## config.mk

```make
export PLATFORM = sky130hd
export DESIGN_NAME = dff_char_stim_gen
export DESIGN_NICKNAME = d
export VERILOG_FILES = /design/src/rtl/dff_char_stim_gen.sv
export SDC_FILE = /design/constraint.sdc
export NUM_CORES = 1
export LEC_CHECK = 0
export CORE_MARGIN = 1
export CORE_UTILIZATION = 50
export CTS_CLUSTER_SIZE = 20
export DETAILED_ROUTE_END_ITERATION = 8
export PLACE_DENSITY = 0.73
export SLEW_MARGIN = 25
export SYNTH_ARGS = -nofsm -noshare
export SYNTH_HDL_FRONTEND = slang
export SYNTH_SLANG_ARGS = --single-unit
export TNS_END_PERCENT = 50
```

## constraint.sdc

```tcl
create_clock -name CLK -period 3.2 [get_ports CLK]
set_input_delay 0.32 -clock CLK [delete_from_list [all_inputs] [get_ports CLK]]
set_output_delay 0.32 -clock CLK [all_outputs]
set_load 0.02 [all_outputs]
```

## src/rtl/dff_char_stim_gen.sv

```systemverilog
// ----------------------------------------------------------------------------
// dff_char_stim_gen
//
// Stimulus transmitter and response checker for a bank of async-reset D
// flip-flops (dffrnq family). Each run pulls the bank's reset low for
// RST_CYCLES clocks and checks that Q cleared. It then drives num_vec
// pseudo-random vectors from a 16-bit LFSR onto D and checks every Q one
// clock after the bank captured it.
//
// Ports
//   CLK      in   rising-edge clock, shared with the DUT bank
//   RN       in   asynchronous active-low reset of this block
//   start    in   one-cycle pulse, begins a run from IDLE or DONE
//   abort    in   synchronous return to IDLE (wins over start)
//   num_vec  in   vectors per run, latched on start (0 = reset check only)
//   DUT_Q    in   Q outputs of the DUT bank
//   DUT_D    out  registered D drive to the DUT bank
//   DUT_RN   out  registered active-low reset drive to the DUT bank
//   busy     out  high in every state except IDLE and DONE
//   done     out  high in DONE
//   pass     out  high in DONE when no mismatch was seen
//   err_cnt  out  mismatch count, saturating at all-ones
// ----------------------------------------------------------------------------
module dff_char_stim_gen #(
    parameter int          WIDTH      = 8,
    parameter logic [15:0] SEED       = 16'h0001,
    parameter int          RST_CYCLES = 3,
    parameter int          CNT_W      = 16
) (
    input  logic             CLK,
    input  logic             RN,
    input  logic             start,
    input  logic             abort,
    input  logic [CNT_W-1:0] num_vec,
    input  logic [WIDTH-1:0] DUT_Q,
    output logic [WIDTH-1:0] DUT_D,
    output logic             DUT_RN,
    output logic             busy,
    output logic             done,
    output logic             pass,
    output logic [CNT_W-1:0] err_cnt
);

    typedef enum logic [2:0] {
        S_IDLE        = 3'd0,
        S_RST_ASSERT  = 3'd1,
        S_RST_RELEASE = 3'd2,
        S_DRIVE       = 3'd3,
        S_DRAIN       = 3'd4,
        S_DONE        = 3'd5
    } state_t;

    // An all-zero seed would lock the LFSR, so it is replaced.
    localparam logic [15:0] SEED_EFF = (SEED == 16'h0000) ? 16'hACE1 : SEED;
    localparam int          RC_W     = (RST_CYCLES > 1) ? $clog2(RST_CYCLES) : 1;
    localparam logic [RC_W-1:0] RC_LAST = RC_W'(RST_CYCLES - 1);

    state_t           r_state;
    state_t           w_next;
    logic [RC_W-1:0]  r_rst_cnt;
    logic [CNT_W-1:0] r_vec_cnt;
    logic [CNT_W-1:0] r_num_vec;
    logic [15:0]      r_lfsr;
    logic [WIDTH-1:0] r_dut_d;
    logic             r_dut_rn;
    logic [WIDTH-1:0] r_exp;
    logic             r_exp_vld;
    logic [CNT_W-1:0] r_err_cnt;

    logic             w_start;
    logic             w_load;
    logic             w_rst_chk;
    logic             w_dat_chk;
    logic             w_err_hit;
    logic             w_busy;
    logic             w_done;

    function automatic logic [15:0] lfsr_step(input logic [15:0] s);
        return {s[14:0], s[15] ^ s[13] ^ s[12] ^ s[10]};
    endfunction

    function automatic logic [CNT_W-1:0] sat_inc(input logic [CNT_W-1:0] v);
        return (&v) ? v : v + CNT_W'(1);
    endfunction

    // ---- state register ----
    always_ff @(posedge CLK or negedge RN) begin
        if (!RN) begin
            r_state <= S_IDLE;
        end else begin
            r_state <= w_next;
        end
    end

    // ---- next-state logic ----
    always_comb begin
        w_next = r_state;
        if (abort) begin
            w_next = S_IDLE;
        end else begin
            unique case (r_state)
                S_IDLE:        if (start) w_next = S_RST_ASSERT;
                S_RST_ASSERT:  if (r_rst_cnt == RC_LAST) w_next = S_RST_RELEASE;
                S_RST_RELEASE: w_next = (r_num_vec != '0) ? S_DRIVE : S_DONE;
                S_DRIVE:       if (r_vec_cnt == r_num_vec) w_next = S_DRAIN;
                S_DRAIN:       w_next = S_DONE;
                S_DONE:        if (start) w_next = S_RST_ASSERT;
                default:       w_next = S_IDLE;
            endcase
        end
    end

    // ---- output / control decode ----
    always_comb begin
        w_busy    = (r_state != S_IDLE) && (r_state != S_DONE);
        w_done    = (r_state == S_DONE);
        w_start   = ((r_state == S_IDLE) || (r_state == S_DONE)) && (w_next == S_RST_ASSERT);
        // DUT_D is loaded on entry to each DRIVE cycle, so the bank captures
        // the vector at the end of that cycle and Q is checked one cycle later.
        w_load    = (w_next == S_DRIVE);
        w_rst_chk = (r_state == S_RST_ASSERT) && (r_rst_cnt == RC_LAST);
        w_dat_chk = r_exp_vld && ((r_state == S_DRIVE) || (r_state == S_DRAIN));
        // A compare landing in an aborted cycle is discarded.
        w_err_hit = !abort && ((w_rst_chk && (DUT_Q != '0)) ||
                               (w_dat_chk && (DUT_Q != r_exp)));
    end

    // ---- stage p0: sequencing counters, LFSR and DUT drive ----
    always_ff @(posedge CLK or negedge RN) begin
        if (!RN) begin
            r_rst_cnt <= '0;
            r_vec_cnt <= '0;
            r_num_vec <= '0;
            r_lfsr    <= SEED_EFF;
            r_dut_d   <= '0;
            r_dut_rn  <= 1'b1;
            r_exp_vld <= 1'b0;
            r_err_cnt <= '0;
        end else begin
            r_dut_rn <= (w_next != S_RST_ASSERT);

            if (w_start) begin
                r_rst_cnt <= '0;
                r_num_vec <= num_vec;
            end else if (r_state == S_RST_ASSERT) begin
                r_rst_cnt <= r_rst_cnt + 1'b1;
            end

            if (w_start) begin
                r_vec_cnt <= '0;
                r_lfsr    <= SEED_EFF;
            end else if (w_load) begin
                r_vec_cnt <= r_vec_cnt + CNT_W'(1);
                r_lfsr    <= lfsr_step(r_lfsr);
            end

            // D holds its last vector through DRAIN and DONE.
            unique case (w_next)
                S_DRIVE:        r_dut_d <= r_lfsr[WIDTH-1:0];
                S_DRAIN,
                S_DONE:         r_dut_d <= r_dut_d;
                default:        r_dut_d <= '0;
            endcase

            if ((w_next == S_IDLE) || (w_next == S_RST_ASSERT) || (w_next == S_RST_RELEASE)) begin
                r_exp_vld <= 1'b0;
            end else if (r_state == S_DRIVE) begin
                r_exp_vld <= 1'b1;
            end

            if (w_start) begin
                r_err_cnt <= '0;
            end else if (w_err_hit) begin
                r_err_cnt <= sat_inc(r_err_cnt);
            end
        end
    end

    // ---- stage p1: expected Q, the vector the bank is capturing now ----
    always_ff @(posedge CLK) begin
        if (r_state == S_DRIVE) begin
            r_exp <= r_dut_d;
        end
    end

    assign DUT_D   = r_dut_d;
    assign DUT_RN  = r_dut_rn;
    assign busy    = w_busy;
    assign done    = w_done;
    assign pass    = w_done && (r_err_cnt == '0);
    assign err_cnt = r_err_cnt;

endmodule

```

==> results of run 1 <==
-- state kept, by name, indices dropped and copies added, names as in the netlist --
name / flops
DUT_RN: 1
r_vec_cnt: 16
r_exp: 8
r_exp_vld: 1
DUT_D: 8
r_lfsr: 16
r_rst_cnt: 2
r_num_vec: 16
err_cnt: 16
r_state: 3
-- power by group --
part	switching, W	internal [W]
logic	0.000308	0.000295
clock network	0.000442	0.000309
registers	0.000170	0.00128
total	0.000920	0.00188
-- through the flow --
stage          cell area, um^2  setup WS, ns
2_1_floorplan             4260         0.599
3_3_place_gp              4890         0.574
3_5_place_dp              4890         0.505
4_1_cts                   5090         0.488
5_1_grt                   5100         0.338
6_report                  5100         0.504
-- critical path: cells and delay by family (launching register included) --
kind	cells	cell delay, ns
flops	1	0.47
mux	1	0.39
simple gates	3	0.84
buf+inv	1	0.39
xor+xnor	1	0.17
compound gates	1	0.32
-- how the worst min path moves through the flow --
| stage | from | end | slack, ns |
|---|---|---|---|
| global route | RN | r_vec_cnt[11] | 0.03 |
| CTS | RN | r_vec_cnt[9] | 0.14 |
| detailed placement | DUT_D[2] | r_exp[2] | 0.47 |
| floorplan | RN | DUT_D[0] | 0.02 |
| finish | RN | r_vec_cnt[10] | -0.02 |
| global placement | DUT_D[3] | r_exp[3] | 0.47 |
-- cell type report --
class | instances | share of cell area (%)
Multi-Input combinational cell | 269 | 37.4
Tap cell | 105 | 2.58
Timing Repair Buffer | 63 | 12.0
Sequential cell | 87 | 43.5
Clock inverter | 7 | 1.50
Inverter | 8 | 0.589
Clock buffer | 9 | 2.43
-- logic make-up (layout without fill, tap and decap cells) --
group	Yosys count	after routing	synth area share, %
AND/OR/NAND/NOR	133	133	16.9
flip-flops	87	87	52.1
AO/OA/AOI/OAI	70	70	12.8
XOR/XNOR	43	43	8.84
buffers and inverters	28	87	3.14
multiplexers	19	19	4.96
adder cells (fa/ha/maj)	4	4	1.18
-- cells in the mapped netlist (all sizes together) (2+ instances only) --
library cell,instances,area share (%)
o21a,3,0.53
and4,2,0.41
or3,5,0.73
nor4b,3,0.97
buf,11,1.6
clkbuf,9,0.79
a21o,2,0.35
a22o,24,4.9
edfxtp,8,5.6
xnor2,25,5.1
mux2i,2,0.47
o211ai,2,0.35
ha,4,1.2
nor4,22,3.2
nand2,20,1.8
mux2,17,4.5
dfstp,2,1.2
and3,5,0.73
nand3,9,1.1
dfrtp,77,45
xor2,18,3.7
nor3,15,1.8
o21ai,3,0.35
inv,8,0.71
and2,2,0.29
nand2b,3,0.44
nor2b,4,0.59
a21oi,16,1.9
nand4,7,1.0
o2bb2ai,14,2.9
nor2,27,2.4
nor3b,5,0.88
or2,2,0.29
-- per-layer routing --
metal  share of wire (%)  wire length (um)  vias up
met4                0.66                57        0
li1                    -                 -     1522
met5                   0                 0        -
met1                  48              4140     1530
met2                  47              4050       67
met3                 4.3               374        6
==> summary.txt, run 1 <==
Run status
  – Status: finished with violations
  – Failing checks: negative hold slack

Critical path
  – Critical Path Sink Type: flip-flop
  – Critical path's slowest cell: dfrtp_1
  – Reg2reg setup slack: 0.50 ns
  – Critical path type: flip-flop to flip-flop
  – R2R depth: 7
  – Reg2reg start: r_vec_cnt[7]
  – Worst EP required: between 3 and 4 ns
  – Max FO, Critical Path: 32
  – Arr. time, crit path: between 2 and 3 ns
  – FF-to-FF End: r_num_vec[1]
  – Critical Path Max Stage Delay: around 0.47 ns
  – Crit path launch type: flip-flop
  – Critical Path, Cell by Cell: xor2_1 > nor4_1 > nand4_1 > a211oi_4 > nor4b_4 > buf_4 > mux2_2
  – Setup crit end: r_num_vec[1]
  – Setup crit start: r_vec_cnt[7]

Route
  – Final wirelength: 8620 um
  – Residual DRC: 0
  – Vias per Instance: 5.70
  – DR WL/cell: between 15 and 20 um
  – Initial detailed-routing violation count: ~200
  – First-pass detailed-route iteration total: 4
  – Via count: ~3100
  – Antenna Violating Nets Remaining: 0

Clock network
  – CTS H-tree lvls: 3
  – Deepest clock path buffer count: 2
  – CTS resizes: 0
  – Post-CTS setup buffers: 0
  – Clk root buf: clkbuf_8
  – Post-CTS Hold Buffers: 0
  – Clock insertion delay at the later pin of the skew report: around 0.36 ns
  – CTS tree: done
  – TritonCTS Buffers: 9
  – Sink Count: 87
  – Clk pin slew, worst setup/hold paths: around 0.10 ns

Cells and area
  – Commonest non-fill, non-tap cell in the layout: dfrtp_1
  – Multi-input logic area: 0.00191 mm^2
  – Final Core Density: between 60% and 70%
  – Seq. cell area: about 0.0022 mm^2
  – Nets: 470
  – Most frequent cells in the layout: dfrtp_1 (77), clkdlybuf4s50_1 (54), nor2_1 (27)
  – Share of cells above drive strength 1: about 7.9%
  – Synth-to-Final Area Change: 19.7%
  – Fillers: 696
  – Finished Layout Cells: 548
  – # diodes: 0

STA
  – Worst-Margin Slew: 0.699 ns
  – Relative max-transition margin: between 50 and 60%
  – Fin crit share: between 80% and 90%
  – Tmin final: 2.70 ns
  – Clock skew: about 0.012 ns
  – WHS: -0.0227 ns
  – Setup-failing EPs final: 0
  – Final hold vios: 21
  – Max Clock Freq: roughly 370 MHz
  – RSZ-0062 raised after global routing: false
  – Fin Setup TNS: 0 ns
  – Slew Limit Fails: 0

Power and ir drop
  – Peak supply drop: 0.287 mV
  – Leakage: about 2.1 nW
  – Final Power: 0.00280 W
  – Power density cells: 549 mW/mm^2

Floorplan
  – Die area: 0.00889 mm^2
  – Starting Density: between 50% and 60%
  – Die Wd: roughly 94 um
  – Core box area: roughly 0.0082 mm^2
  – # IOs: 56
  – Die Height: 94.3 um
  – Core Rows: 33

Worst hold path
  – Worst Hold Class: input pin to async pin

GRT
  – Initial antenna violation count: 0
  – Layer with the highest usage: met2
  – Met3 Use GR: around 4.1%
  – Total gr overflow: 0
  – Number of global-route vias before repair: around 3100
  – Pin count of the biggest net entering global routing: 80
  – GRT met2 Usage: between 30% and 40%
  – First-pass GRT wire length: between 10000 and 15000 um
  – Total track usage: 21.9%
  – Met1 Track Usage GR: 31.2%

Placement
  – GPL Wtd Cong: around 0.91
  – Port-buffer cells: 55
  – DP Cell Count: ~530
  – Dpl hpwl: roughly 6000 um

Logic synthesis
  – Syn Nets: approximately 420
  – Syn Area/Cell: 11.1 um^2
  – Yosys warnings: 0
  – Sequential fraction of the synthesis area: roughly 52%
  – Cells after Synth: roughly 380
  – Seq cells post-synth: 87
  – Top_reg_cell synth: dfrtp_1
  – Unique masters post-synth: 45
  – Async set-reset flop share out of synthesis: about nine tenths
  – Post-Syn Area: 0.00426 mm^2
  – Post-synth EDFFs: 8

Run
  – Max Cap Viol: 0
Note: power is estimated with default switching activity, not from simulation.
==> run 2: changes to the inputs <==
- PLACE_DENSITY: 0.73 -> 0.76
- clock period: 3.2 -> 2.31 ns (I/O delays scaled with it)
==> run 2 against run 1 <==
- core utilization grew 4.5 points
- setup slack lost 0.62 ns
- total power grew 51%
- cell count grew 6.0%
- the flow finishes with violations (negative setup slack)
- largest power group unchanged
- clock skew grew 0.0045 ns
- critical endpoint is now r_num_vec[11]
- sequential power grew 39%
==> summary.txt, run 2 (synthesis results as in run 1) <==
Floorplan
  – Die Height: 94.3 um
  – Die area: ~0.0089 mm^2
  – Core Rows: 33
  – Core box area: 0.00822 mm^2
  – Starting Density: between 50% and 60%
  – Die Wd: approximately 94 um
  – # IOs: 56

Power and ir drop
  – Final Power: 0.00423 W
  – Leakage: roughly 2.3 nW
  – Power density cells: roughly 770 mW/mm^2
  – Peak supply drop: roughly 0.41 mV

Route
  – Via count: 3305
  – Initial detailed-routing violation count: roughly 130
  – Residual DRC: 0
  – DR WL/cell: between 15 and 20 um
  – Antenna Violating Nets Remaining: 0
  – Vias per Instance: 5.69
  – Final wirelength: around 9900 um
  – First-pass detailed-route iteration total: 4

Worst hold path
  – Worst Hold Class: input pin to async pin

GRT
  – Total track usage: a little under a quarter
  – First-pass GRT wire length: approximately 16000 um
  – Number of global-route vias before repair: 3231
  – Pin count of the biggest net entering global routing: 80
  – Total gr overflow: 0
  – Initial antenna violation count: 0

Critical path
  – Critical path type: flip-flop to flip-flop
  – Cell family with most CP delay: simple AND/OR/NAND/NOR gates
  – Max FO, Critical Path: 20
  – Critical path's slowest cell: dfrtp_1
  – Worst EP required: ~2.5 ns
  – Worst Path Buf+Inv: 1
  – Arr. time, crit path: 2.66 ns
  – R2R depth: 7
  – Critical Path, Cell by Cell: xor2_1 > nor4_2 > nand4_1 > a211oi_4 > nor4b_4 > buf_12 > mux2_1
  – Levels on crit path: 7
  – Critical Path Sink Type: flip-flop
  – Crit path launch type: flip-flop
  – Critical Path Max Stage Delay: 0.44 ns

STA
  – Max Clock Freq: about 410 MHz
  – Fin crit share: 105%
  – RSZ-0062 raised after global routing: true
  – Clock skew: ~0.017 ns
  – Worst-Margin Slew: ~0.7 ns
  – Setup-failing EPs final: 43
  – Tmin final: 2.43 ns
  – Worst setup margin: -0.121 ns
  – Final hold vios: 0
  – Relative max-transition margin: between 50% and 60%
  – Slew Limit Fails: 0

Cells and area
  – # diodes: 0
  – Nets: 503
  – Commonest non-fill, non-tap cell in the layout: dfrtp_1
  – Most frequent cells in the layout: dfrtp_1 (76), clkdlybuf4s50_1 (53), buf_4 (35)
  – Synth-to-Final Area Change: 28.3%
  – Final Core Density: between 60% and 70%
  – Finished Layout Cells: ~580
  – Share of cells above drive strength 1: between 15 and 20%

Placement
  – GPL Wtd Cong: around 0.84
  – Dpl hpwl: slightly below 7000 um
  – Port-buffer cells: 55
  – DP Cell Count: ~560
  – Post-Place Worst Slack: -0.0233 ns

Clock network
  – Clk root buf: clkbuf_8
  – Deepest clock path buffer count: 2
  – Clock insertion delay at the later pin of the skew report: ~0.36 ns
  – CTS tree: done
  – TritonCTS Buffers: 9
  – Sink Count: a little under 90
  – Clk pin slew, worst setup/hold paths: roughly 0.1 ns
  – CTS H-tree lvls: 3

Run status
  – Failing checks: negative setup slack
  – Status: finished with violations

Run
  – Max Cap Viol: 0
==> run 2: path summary, 6_finish.rpt <==
check	from	slack (ns)	end
max	r_vec_cnt[15]	-0.12	r_num_vec[11]
min	RN	0.46	r_num_vec[6]
max reg2reg	r_vec_cnt[15]	-0.12	r_num_vec[11]
min reg2reg	DUT_D[3]	0.49	r_exp[3]
max in group asynchronous	RN	1.32	r_state[0]
min in group CLK	num_vec[6]	0.46	r_num_vec[6]
==> run 2: layout make-up <==
| class | instances | area (um^2) |
|---|---|---|
| Fill cell | 619 | 2750 |
| Sequential cell | 87 | 2220 |
| Multi-Input combinational cell | 269 | 1950 |
| Timing Repair Buffer | 96 | 915 |
| Clock buffer | 10 | 149 |
| Tap cell | 105 | 131 |
| Clock inverter | 6 | 70.1 |
| Inverter | 8 | 30.0 |
==> run 2: stage by stage <==
stage	hold slack, ns	instance area [um^2]	TNS (ns)
3_3_place_gp	0.448	5160	0
3_5_place_dp	0.459	5160	-0.160
5_1_grt	0.452	5470	-9.23
6_report	0.460	5470	-2.27
2_1_floorplan	-0.0646	4290	-2.40
4_1_cts	0.0572	5390	-0.705
==> run 2: per-layer routing <==
layer / part of all wire, % / track usage, %
met2: 50 / 38.0
met1: 46 / 32.9
met5: 0 / 0
met4: 1.2 / 6.28
met3: 3.4 / 5.34
==> run 2: power by group <==
part           internal [W]  total, W  switching (W)
Clock              0.000578   0.00116       0.000586
Sequential          0.00177   0.00201       0.000236
Combinational      0.000540   0.00106       0.000523
Total               0.00289   0.00423        0.00134
==> run 2: what timing repair did <==
action                                 in CTS  in global routing
pin swaps                                   3                  1
endpoints found under the hold margin       0                 77
buffers inserted                            1                  1
gates cloned                                0                  1
hold buffers                                0                  1
setup endpoints to repair                  70                 74
gates resized for setup                     2                  7
